==> src/rtl/demux_dispatch_pkg.sv <==
// demux_dispatch_pkg: shared types and helpers for the line-demux dispatch controller.
package demux_dispatch_pkg;

    typedef enum logic {IDLE, HOLD} dispatch_state_t;

    function automatic int line_w(input int n);
        return (n > 1) ? $clog2(n) : 1;
    endfunction

    // Supports up to 32 lines; callers truncate to DATA_LINES.
    function automatic logic [31:0] onehot(input int idx);
        return 32'd1 << idx;
    endfunction

endpackage

==> src/rtl/demux_credit_counter.sv <==
// demux_credit_counter: per-line credit counter, saturating at CREDITS with an overflow pulse.
module demux_credit_counter #(
    parameter int CREDITS = 2
) (
    input  logic clk,
    input  logic reset,
    input  logic dec,
    input  logic inc,
    output logic nonzero,
    output logic overflow
);

    localparam int CW = $clog2(CREDITS + 1);
    localparam logic [CW-1:0] FULL = CW'(CREDITS);

    logic [CW-1:0] cnt_q, cnt_d;

    always_comb begin
        overflow = inc && !dec && cnt_q == FULL;
        cnt_d    = (dec && !inc) ? cnt_q - 1'b1 :
                   (inc && !dec && !overflow) ? cnt_q + 1'b1 : cnt_q;
        nonzero  = |cnt_q;
    end

    always_ff @(posedge clk) begin
        if (reset) cnt_q <= FULL;
        else       cnt_q <= cnt_d;
    end

endmodule

==> src/rtl/demux_dispatch_ctrl.sv <==
// demux_dispatch_ctrl: single-slot, credit-gated dispatcher driving a one-hot line demux.
// Define DEMUX_DISPATCH_STATS_EN to add saturating per-line dispatch counters (dispatch_count).
module demux_dispatch_ctrl
    import demux_dispatch_pkg::*;
#(
    parameter int DATA_WIDTH = 32,
    parameter int DATA_LINES = 4,
    parameter int CREDITS    = 2,
    parameter int STAT_WIDTH = 16
) (
    input  logic                           clk,
    input  logic                           reset,
    input  logic                           in_valid,
    output logic                           in_ready,
    input  logic [DATA_WIDTH-1:0]          in_data,
    input  logic [line_w(DATA_LINES)-1:0]  in_line,
    output logic                           out_valid,
    output logic [DATA_LINES-1:0]          out_sel,
    output logic [DATA_WIDTH-1:0]          out_data,
    input  logic [DATA_LINES-1:0]          out_ready,
    input  logic [DATA_LINES-1:0]          credit_return,
    output logic [DATA_LINES-1:0]          credit_avail,
    output logic                           err
`ifdef DEMUX_DISPATCH_STATS_EN
    ,
    output logic [DATA_LINES*STAT_WIDTH-1:0] dispatch_count
`endif
);

    localparam int LW = line_w(DATA_LINES);

    dispatch_state_t       state_q, state_d;
    logic [DATA_WIDTH-1:0] data_q, data_d;
    logic [LW-1:0]         line_q, line_d;
    logic                  err_q, err_d;
    logic [DATA_LINES-1:0] sel, dec, ovf;
    logic                  accept, line_ok;

    always_ff @(posedge clk) begin
        if (reset) begin
            state_q <= IDLE;
            data_q  <= '0;
            line_q  <= '0;
            err_q   <= 1'b0;
        end else begin
            state_q <= state_d;
            data_q  <= data_d;
            line_q  <= line_d;
            err_q   <= err_d;
        end
    end

    always_comb begin
        accept  = in_valid && in_ready;
        line_ok = {1'b0, in_line} < (LW + 1)'(DATA_LINES);
        state_d = state_q;
        data_d  = data_q;
        line_d  = line_q;
        if (accept && line_ok) begin
            state_d = HOLD;
            data_d  = in_data;
            line_d  = in_line;
        end else if (state_q == HOLD && |dec) begin
            state_d = IDLE;
        end
        err_d = err_q || (accept && !line_ok) || |ovf;
    end

    // Readiness in HOLD comes from the transfer itself, giving one word per cycle.
    always_comb begin
        sel       = DATA_LINES'(onehot(int'(line_q)));
        out_valid = state_q == HOLD && |(sel & credit_avail);
        out_sel   = out_valid ? sel : '0;
        dec       = out_sel & out_ready;
        in_ready  = !reset && (state_q == IDLE || |dec);
        out_data  = data_q;
        err       = err_q;
    end

    for (genvar i = 0; i < DATA_LINES; i++) begin : g_line
        demux_credit_counter #(.CREDITS(CREDITS)) u_credit (
            .clk      (clk),
            .reset    (reset),
            .dec      (dec[i]),
            .inc      (credit_return[i]),
            .nonzero  (credit_avail[i]),
            .overflow (ovf[i])
        );
    end

`ifdef DEMUX_DISPATCH_STATS_EN
    for (genvar i = 0; i < DATA_LINES; i++) begin : g_stat
        logic [STAT_WIDTH-1:0] cnt_q, cnt_d;
        always_comb cnt_d = (dec[i] && !(&cnt_q)) ? cnt_q + 1'b1 : cnt_q;
        always_ff @(posedge clk) begin
            if (reset) cnt_q <= '0;
            else       cnt_q <= cnt_d;
        end
        assign dispatch_count[i*STAT_WIDTH +: STAT_WIDTH] = cnt_q;
    end
`endif

endmodule

==> config.mk <==
export PLATFORM = sky130hd
export DESIGN_NAME = demux_dispatch_ctrl
export DESIGN_NICKNAME = d
export VERILOG_FILES = /design/src/rtl/demux_dispatch_pkg.sv /design/src/rtl/demux_credit_counter.sv /design/src/rtl/demux_dispatch_ctrl.sv
export SDC_FILE = /design/constraint.sdc
export NUM_CORES = 1
export LEC_CHECK = 0
export CELL_PAD_IN_SITES_DETAIL_PLACEMENT = 0
export CELL_PAD_IN_SITES_GLOBAL_PLACEMENT = 1
export CORE_MARGIN = 10
export CORE_UTILIZATION = 32
export DETAILED_ROUTE_END_ITERATION = 12
export PLACE_DENSITY = 0.86
export RECOVER_POWER = 100
export SLEW_MARGIN = 20
export SYNTH_ARGS = -nofsm -noshare
export SYNTH_HDL_FRONTEND = slang
export SYNTH_SLANG_ARGS = --single-unit
==> constraint.sdc <==
create_clock -name clk -period 2.55 [get_ports clk]
set_input_delay 0.6375 -clock clk [delete_from_list [all_inputs] [get_ports clk]]
set_output_delay 0.6375 -clock clk [all_outputs]
set_load 0.05 [all_outputs]
# Word-level counts from Yosys, hierarchy flattened
# Index checks and enable logic that the tools add are counted.
[totals] register_bits=44 input_bits=45 output_inout_bits=43 elab_cells=82
[classes] n_addsub=8 n_eq_ne=4 shift=1 muxes=11 bitwise=3 reduce_logical=47
[ops] op="$logic_and 1x1->1" count=20
[ops] op="$mux 2" count=8
[ops] op="$logic_not 1->1" count=13
[ops] op="$reduce_or 4->1" count=3
[ops] op="$reduce_bool 2->1" count=5
[ops] op="$add 2x1->2 const B" count=4
[ops] op="$and 4x4->4" count=2
[ops] op="$eq 2x2->1 const B" count=4
[ops] op="$reduce_or 2->1" count=4
[ops] op="$sub 2x1->2 const B" count=4
[ops] op="$mux 4" count=1
[ops] op="$shl 1x2->4 const A" count=1
[ops] op="$logic_or 1x1->1" count=2
[ops] op="$mux 1" count=2
[ops] op="$not 1->1" count=1

# Longest topological paths before layout
# Gate-level depths: netlist (run 1).
[logic_depth] depth_word=13 mapped_depth=7

# Hierarchy
# From an unflattened synthesis (run 1), not the netlist that was laid out.
[hier_totals] hier_cells=288 hier_area_um2=2757.6
[by_module_without_submodules] mod="demux_dispatch_ctrl" n_inst=1 cells_per_inst=232 area_per_inst_um2=2282.2 seq_area_each_um2=720.7
[by_module_without_submodules] mod="demux_credit_counter" n_inst=4 cells_per_inst=14 area_per_inst_um2=118.9 seq_area_each_um2=40.0

# Worst setup path before layout (run 1)
# No wires, ideal clock.
[synth_timing] path_kind="reg-to-output" from="reg g_line[3].u_credit.cnt_q[0]" to="out out_sel[1]" t_arrival_ns=2.548 t_required_ns=1.913 slack_ns=-0.635 stages_incl_launch_ff=6 n_path_buf=1 cell_sequence="dfxtp_1 nor2_2 mux4_2 buf_6 or2_2 nor3b_1"
[synth_between] elab_chain_len=5
[synth_rtl] element="start: declaration" line_no="demux_credit_counter.sv:16" rtl="logic [CW-1:0] cnt_q, cnt_d;"
[synth_rtl] element="start signal: assignment" line_no="demux_credit_counter.sv:27" rtl="else cnt_q <= cnt_d;"
[synth_rtl] element="$reduce_or 2->1" line_no="demux_credit_counter.sv:22" rtl="nonzero = |cnt_q;"
[synth_rtl] element="$and 4x4->4" line_no="demux_dispatch_ctrl.sv:72" rtl="out_valid = state_q == HOLD && |(sel & credit_avail);"
[synth_rtl] element="$reduce_or 4->1" line_no="demux_dispatch_ctrl.sv:72"
[synth_rtl] element="$logic_and 1x1->1" line_no="demux_dispatch_ctrl.sv:72"
[synth_rtl] element="$mux 4" line_no="demux_dispatch_ctrl.sv:73" rtl="out_sel = out_valid ? sel : '0;"
[synth_rtl] element="end: declaration" line_no="demux_dispatch_ctrl.sv:18" rtl="output logic [DATA_LINES-1:0] out_sel,"
# No other way between the ends.

# Worst setup path after layout (run 1)
[layout_timing] from="reg g_line[3].u_credit.cnt_q[0]" to="out in_ready"
[layout_between] elab_chain_len=9
[layout_rtl] element="$reduce_or 2->1" line_no="demux_credit_counter.sv:22"
[layout_rtl] element="$and 4x4->4" line_no="demux_dispatch_ctrl.sv:72"
[layout_rtl] element="$reduce_or 4->1" line_no="demux_dispatch_ctrl.sv:72"
[layout_rtl] element="$logic_and 1x1->1" line_no="demux_dispatch_ctrl.sv:72"
[layout_rtl] element="$mux 4" line_no="demux_dispatch_ctrl.sv:73"
[layout_rtl] element="$and 4x4->4" line_no="demux_dispatch_ctrl.sv:74" rtl="dec = out_sel & out_ready;"
[layout_rtl] element="$reduce_or 4->1" line_no="demux_dispatch_ctrl.sv:75" rtl="in_ready = !reset && (state_q == IDLE || |dec);"
[layout_rtl] element="$logic_or 1x1->1" line_no="demux_dispatch_ctrl.sv:75"
[layout_rtl] element="$logic_and 1x1->1" line_no="demux_dispatch_ctrl.sv:75"
[layout_rtl] element="end: declaration" line_no="demux_dispatch_ctrl.sv:14" rtl="output logic in_ready,"
# No other way between the ends.

==> results.sh, run 1 <==
export IMPL_status="finished clean"
export IMPL_final_nets=458
export IMPL_max_vdd_ir_drop_v=0.000231
export IMPL_crit_type="register to primary output"
export IMPL_finalHoldViolations=0
export IMPL_syn2layout_area_growth_pct=41.8
export IMPL_cpPeakStageDelay_ns=0.48
export IMPL_route_detailed_wl_per_inst_um=19.7
export IMPL_cp_required_ns=1.91
export IMPL_reg2reg_slack_ns=0.24
export IMPL_startpoint_type="register"
export IMPL_grt_pass1_wl_um=17000
export IMPL_rr_worst_depth=5
export IMPL_dieArea_um2=13300
export IMPL_port_buffers=87
export IMPL_hold_ws_ns=0.547
export IMPL_cts_root_buf="clkbuf_8"
export IMPL_viasPerCell=6.06
export IMPL_fin_crit_ns=2.54
export IMPL_worstSetupPathDepth=6
export IMPL_yosys_warnings=0
export IMPL_cts_htree_levels=2
export IMPL_final_common_cell="clkdlybuf4s50_1"
export IMPL_worstPathArrival_ns=1.90
export IMPL_path_cells="nor2_4, mux4_2, buf_4, or2_4, a21oi_4, buf_12"
export IMPL_seq_area_frac_synth=0.303
export IMPL_overflow=0
export IMPL_die_h_um=115
export IMPL_num_antenna_cells=0
export IMPL_ys_seq_elements=44
export IMPL_crit_start="g_line[3].u_credit.cnt_q[0]"
export IMPL_drc=0
export IMPL_wl_met1_um=4520
export IMPL_track_usage=0.153
export IMPL_setup_violations_final=0
export IMPL_synth_nets=386
export IMPL_finalPower_w=0.00234
export IMPL_cts_hold_fix_buffers=0
export IMPL_cts_num_sinks=44
export IMPL_fmax_ghz=0.394
export IMPL_dp_hpwl_um=6500
export IMPL_coreArea_um2=8760
export IMPL_p_per_area_nw_per_um2=567
export IMPL_hp_class="register to register"
export IMPL_r2r_start="state_q"
export IMPL_wl_met3_um=772
export IMPL_yosysUniqueCellTypes=41
export IMPL_report_final_slew_viol_count=0
export IMPL_rsz0062_at_grt="yes"
export IMPL_cp_end_kind="primary output"
export IMPL_place_gp_congestion=0.776
export IMPL_clk_latency_ns=0.30
export IMPL_syn_cell_area_um2=2910
export IMPL_synth_edff_count=0
export IMPL_r2r_end="g_line[3].u_credit.cnt_q[1]"
export IMPL_drt_initial_drc_count=181
export IMPL_cts_tree="built"
export IMPL_crit_buf_inv=2
export IMPL_slew_headroom=0.361
export IMPL_drt_total_wl_um=10300
export IMPL_first_global_vias=3292
export IMPL_synthArstFlopShare=0
export IMPL_cap_viol_max_count=0
export IMPL_die_x_um=115
export IMPL_slowest_stage="mux4_2"
export IMPL_antenna_found_initial=0
export IMPL_layout_common_cells="40 x clkdlybuf4s50_1, 37 x dlygate4sd3_1, 36 x nand3_1"
export IMPL_io_pins=88
export IMPL_netlist_instances=341
export IMPL_path_delay_family="multiplexers"
export IMPL_synth_ff_type="dfxtp_1"
export IMPL_cts_buffers=5
export IMPL_core_rowCount=34
export IMPL_cts_max_path_buffers=2
export IMPL_leakage_nw=1.66
export IMPL_tightestPinTransition_ns=0.958
export IMPL_setup_tns_ns=0
export IMPL_cp_max_fo=2
export IMPL_finClkSkew_ns=0.00670
export IMPL_clk_pin_slew_ns=0.09
export IMPL_met2_length_um=4930
export IMPL_top_layer="met4"
export IMPL_vias=3165
export IMPL_antenna_left=0
export IMPL_layout_drive_gt1_share=0.217
export IMPL_syn_avg_cell_area_um2=8.52
export IMPL_start_util=0.332
export IMPL_period_share=0.996
export IMPL_cp_endpoint="in_ready"
export IMPL_grt_max_degree=67
export IMPL_drtPass1Iterations=4
worst min path at each step:
stage / end / depth (start not counted) / start / slack, ns
finish: out_data[18] / 2 / out_data[18] / 0.55
global route: out_data[0] / 2 / out_data[0] / 0.57
CTS: g_line[0].u_credit.cnt_q[0] / 2 / g_line[0].u_credit.cnt_q[0] / 0.55
detailed placement: g_line[0].u_credit.cnt_q[0] / 1 / g_line[0].u_credit.cnt_q[0] / 0.53
global placement: g_line[0].u_credit.cnt_q[0] / 1 / g_line[0].u_credit.cnt_q[0] / 0.52
floorplan: g_line[1].u_credit.cnt_q[0] / 1 / g_line[1].u_credit.cnt_q[0] / 0.49
report_power, final:
part | internal (W) | switching, W
Clock | 0.000292 | 0.000265
Combinational | 0.000333 | 0.000622
Sequential | 0.000767 | 0.0000585
Total | 0.00139 | 0.000946
tightest hold or removal path: stages, from the launching register on:
cell       delay [ns]
dfxtp_1          0.33
o2111ai_1        0.10
o211ai_2         0.07
metal layers:
metal | up-vias | track usage
li1 | 1499 | -
met1 | 1539 | 0.193
met2 | 115 | 0.251
met3 | 12 | 0.0406
met4 | 0 | 0.0437
met5 | - | 0
cell families after synthesis:
| family | share of synthesized area |
|---|---|
| compound gates | 0.371 |
| buf+inv | 0.0973 |
| flops | 0.303 |
| xor+xnor | 0.00603 |
| simple gates | 0.204 |
| mux | 0.0185 |
through the flow:
stage / instance area (um^2) / utilization / setup slack (ns) / instances
after floorplan: 2960 / - / -0.0193 / 341
after global placement: 3940 / 0.450 / -0.187 / 503
after detailed placement: 3940 / 0.450 / -0.224 / 503
after CTS: 4150 / 0.474 / -0.0201 / 522
after global routing: 4120 / 0.470 / -0.0642 / 522
final: 4120 / 0.470 / 0.00893 / 522
state kept, by name (all words and copies together), names as in the netlist:
register	cells
err	1
g_line.u_credit.cnt_q	8
line_q	2
out_data	32
state_q	1
final cells by class:
| type | instances | area (um^2) |
|---|---|---|
| multi-input cells | 236 | 1810 |
| clock buffers | 6 | 72.6 |
| inverters | 13 | 52.6 |
| clock inverters | 2 | 35.0 |
| repair buffers | 113 | 1120 |
| well taps | 108 | 135 |
| flip-flops and latches | 44 | 895 |
| fillers | 847 | 4640 |
synth_stat cells, drive strengths merged (3+ instances only):
cell | n | area share
nand4b | 3 | 0.0090
nand2 | 3 | 0.0039
nor3 | 5 | 0.0086
dfxtp | 44 | 0.30
and3 | 36 | 0.078
o211ai | 34 | 0.14
o2111ai | 34 | 0.10
nand3 | 36 | 0.062
nor2 | 6 | 0.0086
o21ai | 6 | 0.010
a21oi | 5 | 0.0099
a211oi | 8 | 0.021
inv | 12 | 0.016
a31oi | 35 | 0.075
buf | 11 | 0.033
clkbuf | 37 | 0.048
repair_timing:
item / 4_1_cts / 5_1_grt
setup buffers: 11 / 0
setup endpoints to repair: 5 / 4
pin swaps: 5 / 2
resized for setup: 18 / 1
cloned: 0 / 0
Note: power is estimated with default switching activity, not from simulation.
==> inputs of run 2 (changes only) <==
--- a/config.mk
+++ b/config.mk
@@ -8,9 +8,9 @@
 export CELL_PAD_IN_SITES_DETAIL_PLACEMENT = 0
 export CELL_PAD_IN_SITES_GLOBAL_PLACEMENT = 1
 export CORE_MARGIN = 10
-export CORE_UTILIZATION = 32
+export CORE_UTILIZATION = 35
 export DETAILED_ROUTE_END_ITERATION = 12
-export PLACE_DENSITY = 0.86
+export PLACE_DENSITY = 0.92
 export RECOVER_POWER = 100
 export SLEW_MARGIN = 20
 export SYNTH_ARGS = -nofsm -noshare
==> run 2 against run 1 <==
Net effect:
- the run now ends with setup timing left
- die area is 7.1% lower
- design area rose by 0.61%
- clock skew increased by 0.00062 ns
- sequential share of layout area is 0.13 points lower
- first-iteration DRC count down 23%
- combinational power rose by 3.0%
- fmax down 0.79%
- worst hold slack got worse by 0.0029 ns
- global-route usage decreased by 0.28 points
- non-clock buffer count rose by 3
- flip-flop and latch count is the same
==> results.sh, run 2 (synthesis results as in run 1) <==
export IMPL_status="finished with violations"
export IMPL_violations="setup timing"
export IMPL_finalHoldViolations=0
export IMPL_r2r_end="g_line[3].u_credit.cnt_q[1]"
export IMPL_io_pins=88
export IMPL_gr_usage_met3=0.0363
export IMPL_dieArea_um2=12300
export IMPL_hold_end="out_data[18]"
export IMPL_gr_max_usage_layer="met2"
export IMPL_die_h_um=111
export IMPL_fmax_ghz=0.390
export IMPL_cts_num_sinks=44
export IMPL_clk_latency_ns=0.30
export IMPL_num_antenna_cells=0
export IMPL_track_usage=0.150
export IMPL_largest_reg_flops=32
export IMPL_layout_drive_gt1_share=0.228
export IMPL_antenna_left=0
export IMPL_cts_root_buf="clkbuf_8"
export IMPL_hold_ws_ns=0.544
export IMPL_path_cells="nor2_4, mux4_2, buf_6, or2_4, a21oi_4, buf_12"
export IMPL_final_util=0.509
export IMPL_fin_crit_ns=2.56
export IMPL_multiInputGateArea_um2=1810
export IMPL_cts_htree_levels=2
export IMPL_core_rowCount=33
export IMPL_crit_buf_inv=2
export IMPL_cts_tree="built"
export IMPL_use_met1=0.196
export IMPL_rr_worst_depth=5
export IMPL_first_global_vias=3112
export IMPL_cap_viol_max_count=0
export IMPL_port_buffers=87
export IMPL_place_gp_congestion=0.826
export IMPL_stdcell_count=522
export IMPL_syn2layout_area_growth_pct=42.6
export IMPL_drt_initial_drc_count=139
export IMPL_leakage_nw=1.62
export IMPL_reg2reg_slack_ns=0.30
export IMPL_path_delay_family="multiplexers"
export IMPL_coreArea_um2=8130
export IMPL_min_path_cells=2
export IMPL_p_per_area_nw_per_um2=551
export IMPL_cp_end_kind="primary output"
export IMPL_finalPower_w=0.00229
export IMPL_worstPathArrival_ns=1.92
export IMPL_cpPeakStageDelay_ns=0.50
export IMPL_finClkSkew_ns=0.00732
export IMPL_fillers=750
export IMPL_final_common_cell="clkdlybuf4s50_1"
export IMPL_layout_common_cells="77 x clkdlybuf4s50_1, 36 x nand3_1, 35 x and3_1, 35 x a31oi_1, 35 x dfxtp_1"
export IMPL_period_share=1.00
export IMPL_vias=3178
export IMPL_die_x_um=111
export IMPL_worstHoldStart="out_data[18]"
export IMPL_max_vdd_ir_drop_v=0.000242
export IMPL_drtPass1Iterations=4
export IMPL_grt_max_degree=58
export IMPL_rsz0062_at_grt="yes"
export IMPL_drc=0
export IMPL_grt_pass1_wl_um=16300
export IMPL_slew_headroom=0.382
export IMPL_route_detailed_wl_per_inst_um=18.7
export IMPL_viasPerCell=6.09
export IMPL_cts_max_path_buffers=2
export IMPL_report_final_slew_viol_count=0
export IMPL_cp_max_fo=3
export IMPL_ff_latch_area_um2=895
export IMPL_clk_pin_slew_ns=0.09
export IMPL_cp_required_ns=1.91
export IMPL_start_util=0.357
export IMPL_antenna_found_initial=0
export IMPL_setup_ws_ns=-0.0113
export IMPL_drt_total_wl_um=9740
export IMPL_startpoint_type="register"
export IMPL_overflow=0
export IMPL_final_nets=461
export IMPL_setup_violations_final=2
export IMPL_use_met2=0.239
export IMPL_hp_class="register to register"
export IMPL_placedCellCount=503
export IMPL_crit_type="register to primary output"
export IMPL_tightestPinTransition_ns=0.926
export IMPL_dp_hpwl_um=6370
export IMPL_r2r_start="state_q"
export IMPL_slowest_stage="mux4_2"
export IMPL_cts_buffers=5
run 2: metrics by stage:
stage | setup slack [ns] | setup TNS [ns] | instance area [um^2]
4_1_cts | -0.0191 | -0.0749 | 4140
5_1_grt | -0.0970 | -0.328 | 4140
3_3_place_gp | -0.187 | -0.187 | 3950
6_report | -0.0113 | -0.0171 | 4140
3_5_place_dp | -0.213 | -0.213 | 3950
2_1_floorplan | -0.0193 | -0.0193 | 2960
run 2: worst reg2reg max path, stage by stage (launching register included):
cell,delay [ns]
dfxtp_1,0.35
clkbuf_2,0.72
nand4_1,0.37
or4_1,0.48
a21oi_1,0.13
o21ai_0,0.09
run 2: report_power, final:
group          switching (W)  internal [W]  total [W]
combinational       0.000618      0.000366   0.000984
clock               0.000253      0.000221   0.000474
sequential         0.0000606      0.000767   0.000828
total               0.000931       0.00135    0.00229
run 2: worst max path at each step:
stage                                      from    endpoint  slack, ns  cells after the start
floorplan           g_line[3].u_credit.cnt_q[0]  out_sel[3]      -0.02                      6
global placement                   out_ready[3]    in_ready      -0.19                      6
detailed placement                 out_ready[1]    in_ready      -0.21                      6
CTS                 g_line[3].u_credit.cnt_q[1]  out_sel[1]      -0.02                      5
global route        g_line[3].u_credit.cnt_q[1]  out_sel[1]       -0.1                      5
finish              g_line[3].u_credit.cnt_q[1]    in_ready      -0.01                      6
run 2: what timing repair did:
| action | 4_1_cts | 5_1_grt |
|---|---|---|
| gates resized for setup | 19 | 1 |
| setup buffers | 10 | 1 |
| hold buffers | 0 | 0 |
| pin swaps | 6 | 4 |
| endpoints found under the setup margin | 5 | 6 |
run 2: layout make-up:
type                            count  area share
Sequential cell                    44       0.216
Inverter                           13      0.0127
Tap cell                          105      0.0317
Multi-Input combinational cell    236       0.436
Clock inverter                      1     0.00181
Clock buffer                        7      0.0208
Timing Repair Buffer              116       0.281
run 2: routing by layer:
metal | part of all wire | wire length (um)
met1 | 0.46 | 4520
met4 | 0.012 | 113
met2 | 0.48 | 4630
met5 | 0 | 0
met3 | 0.049 | 477
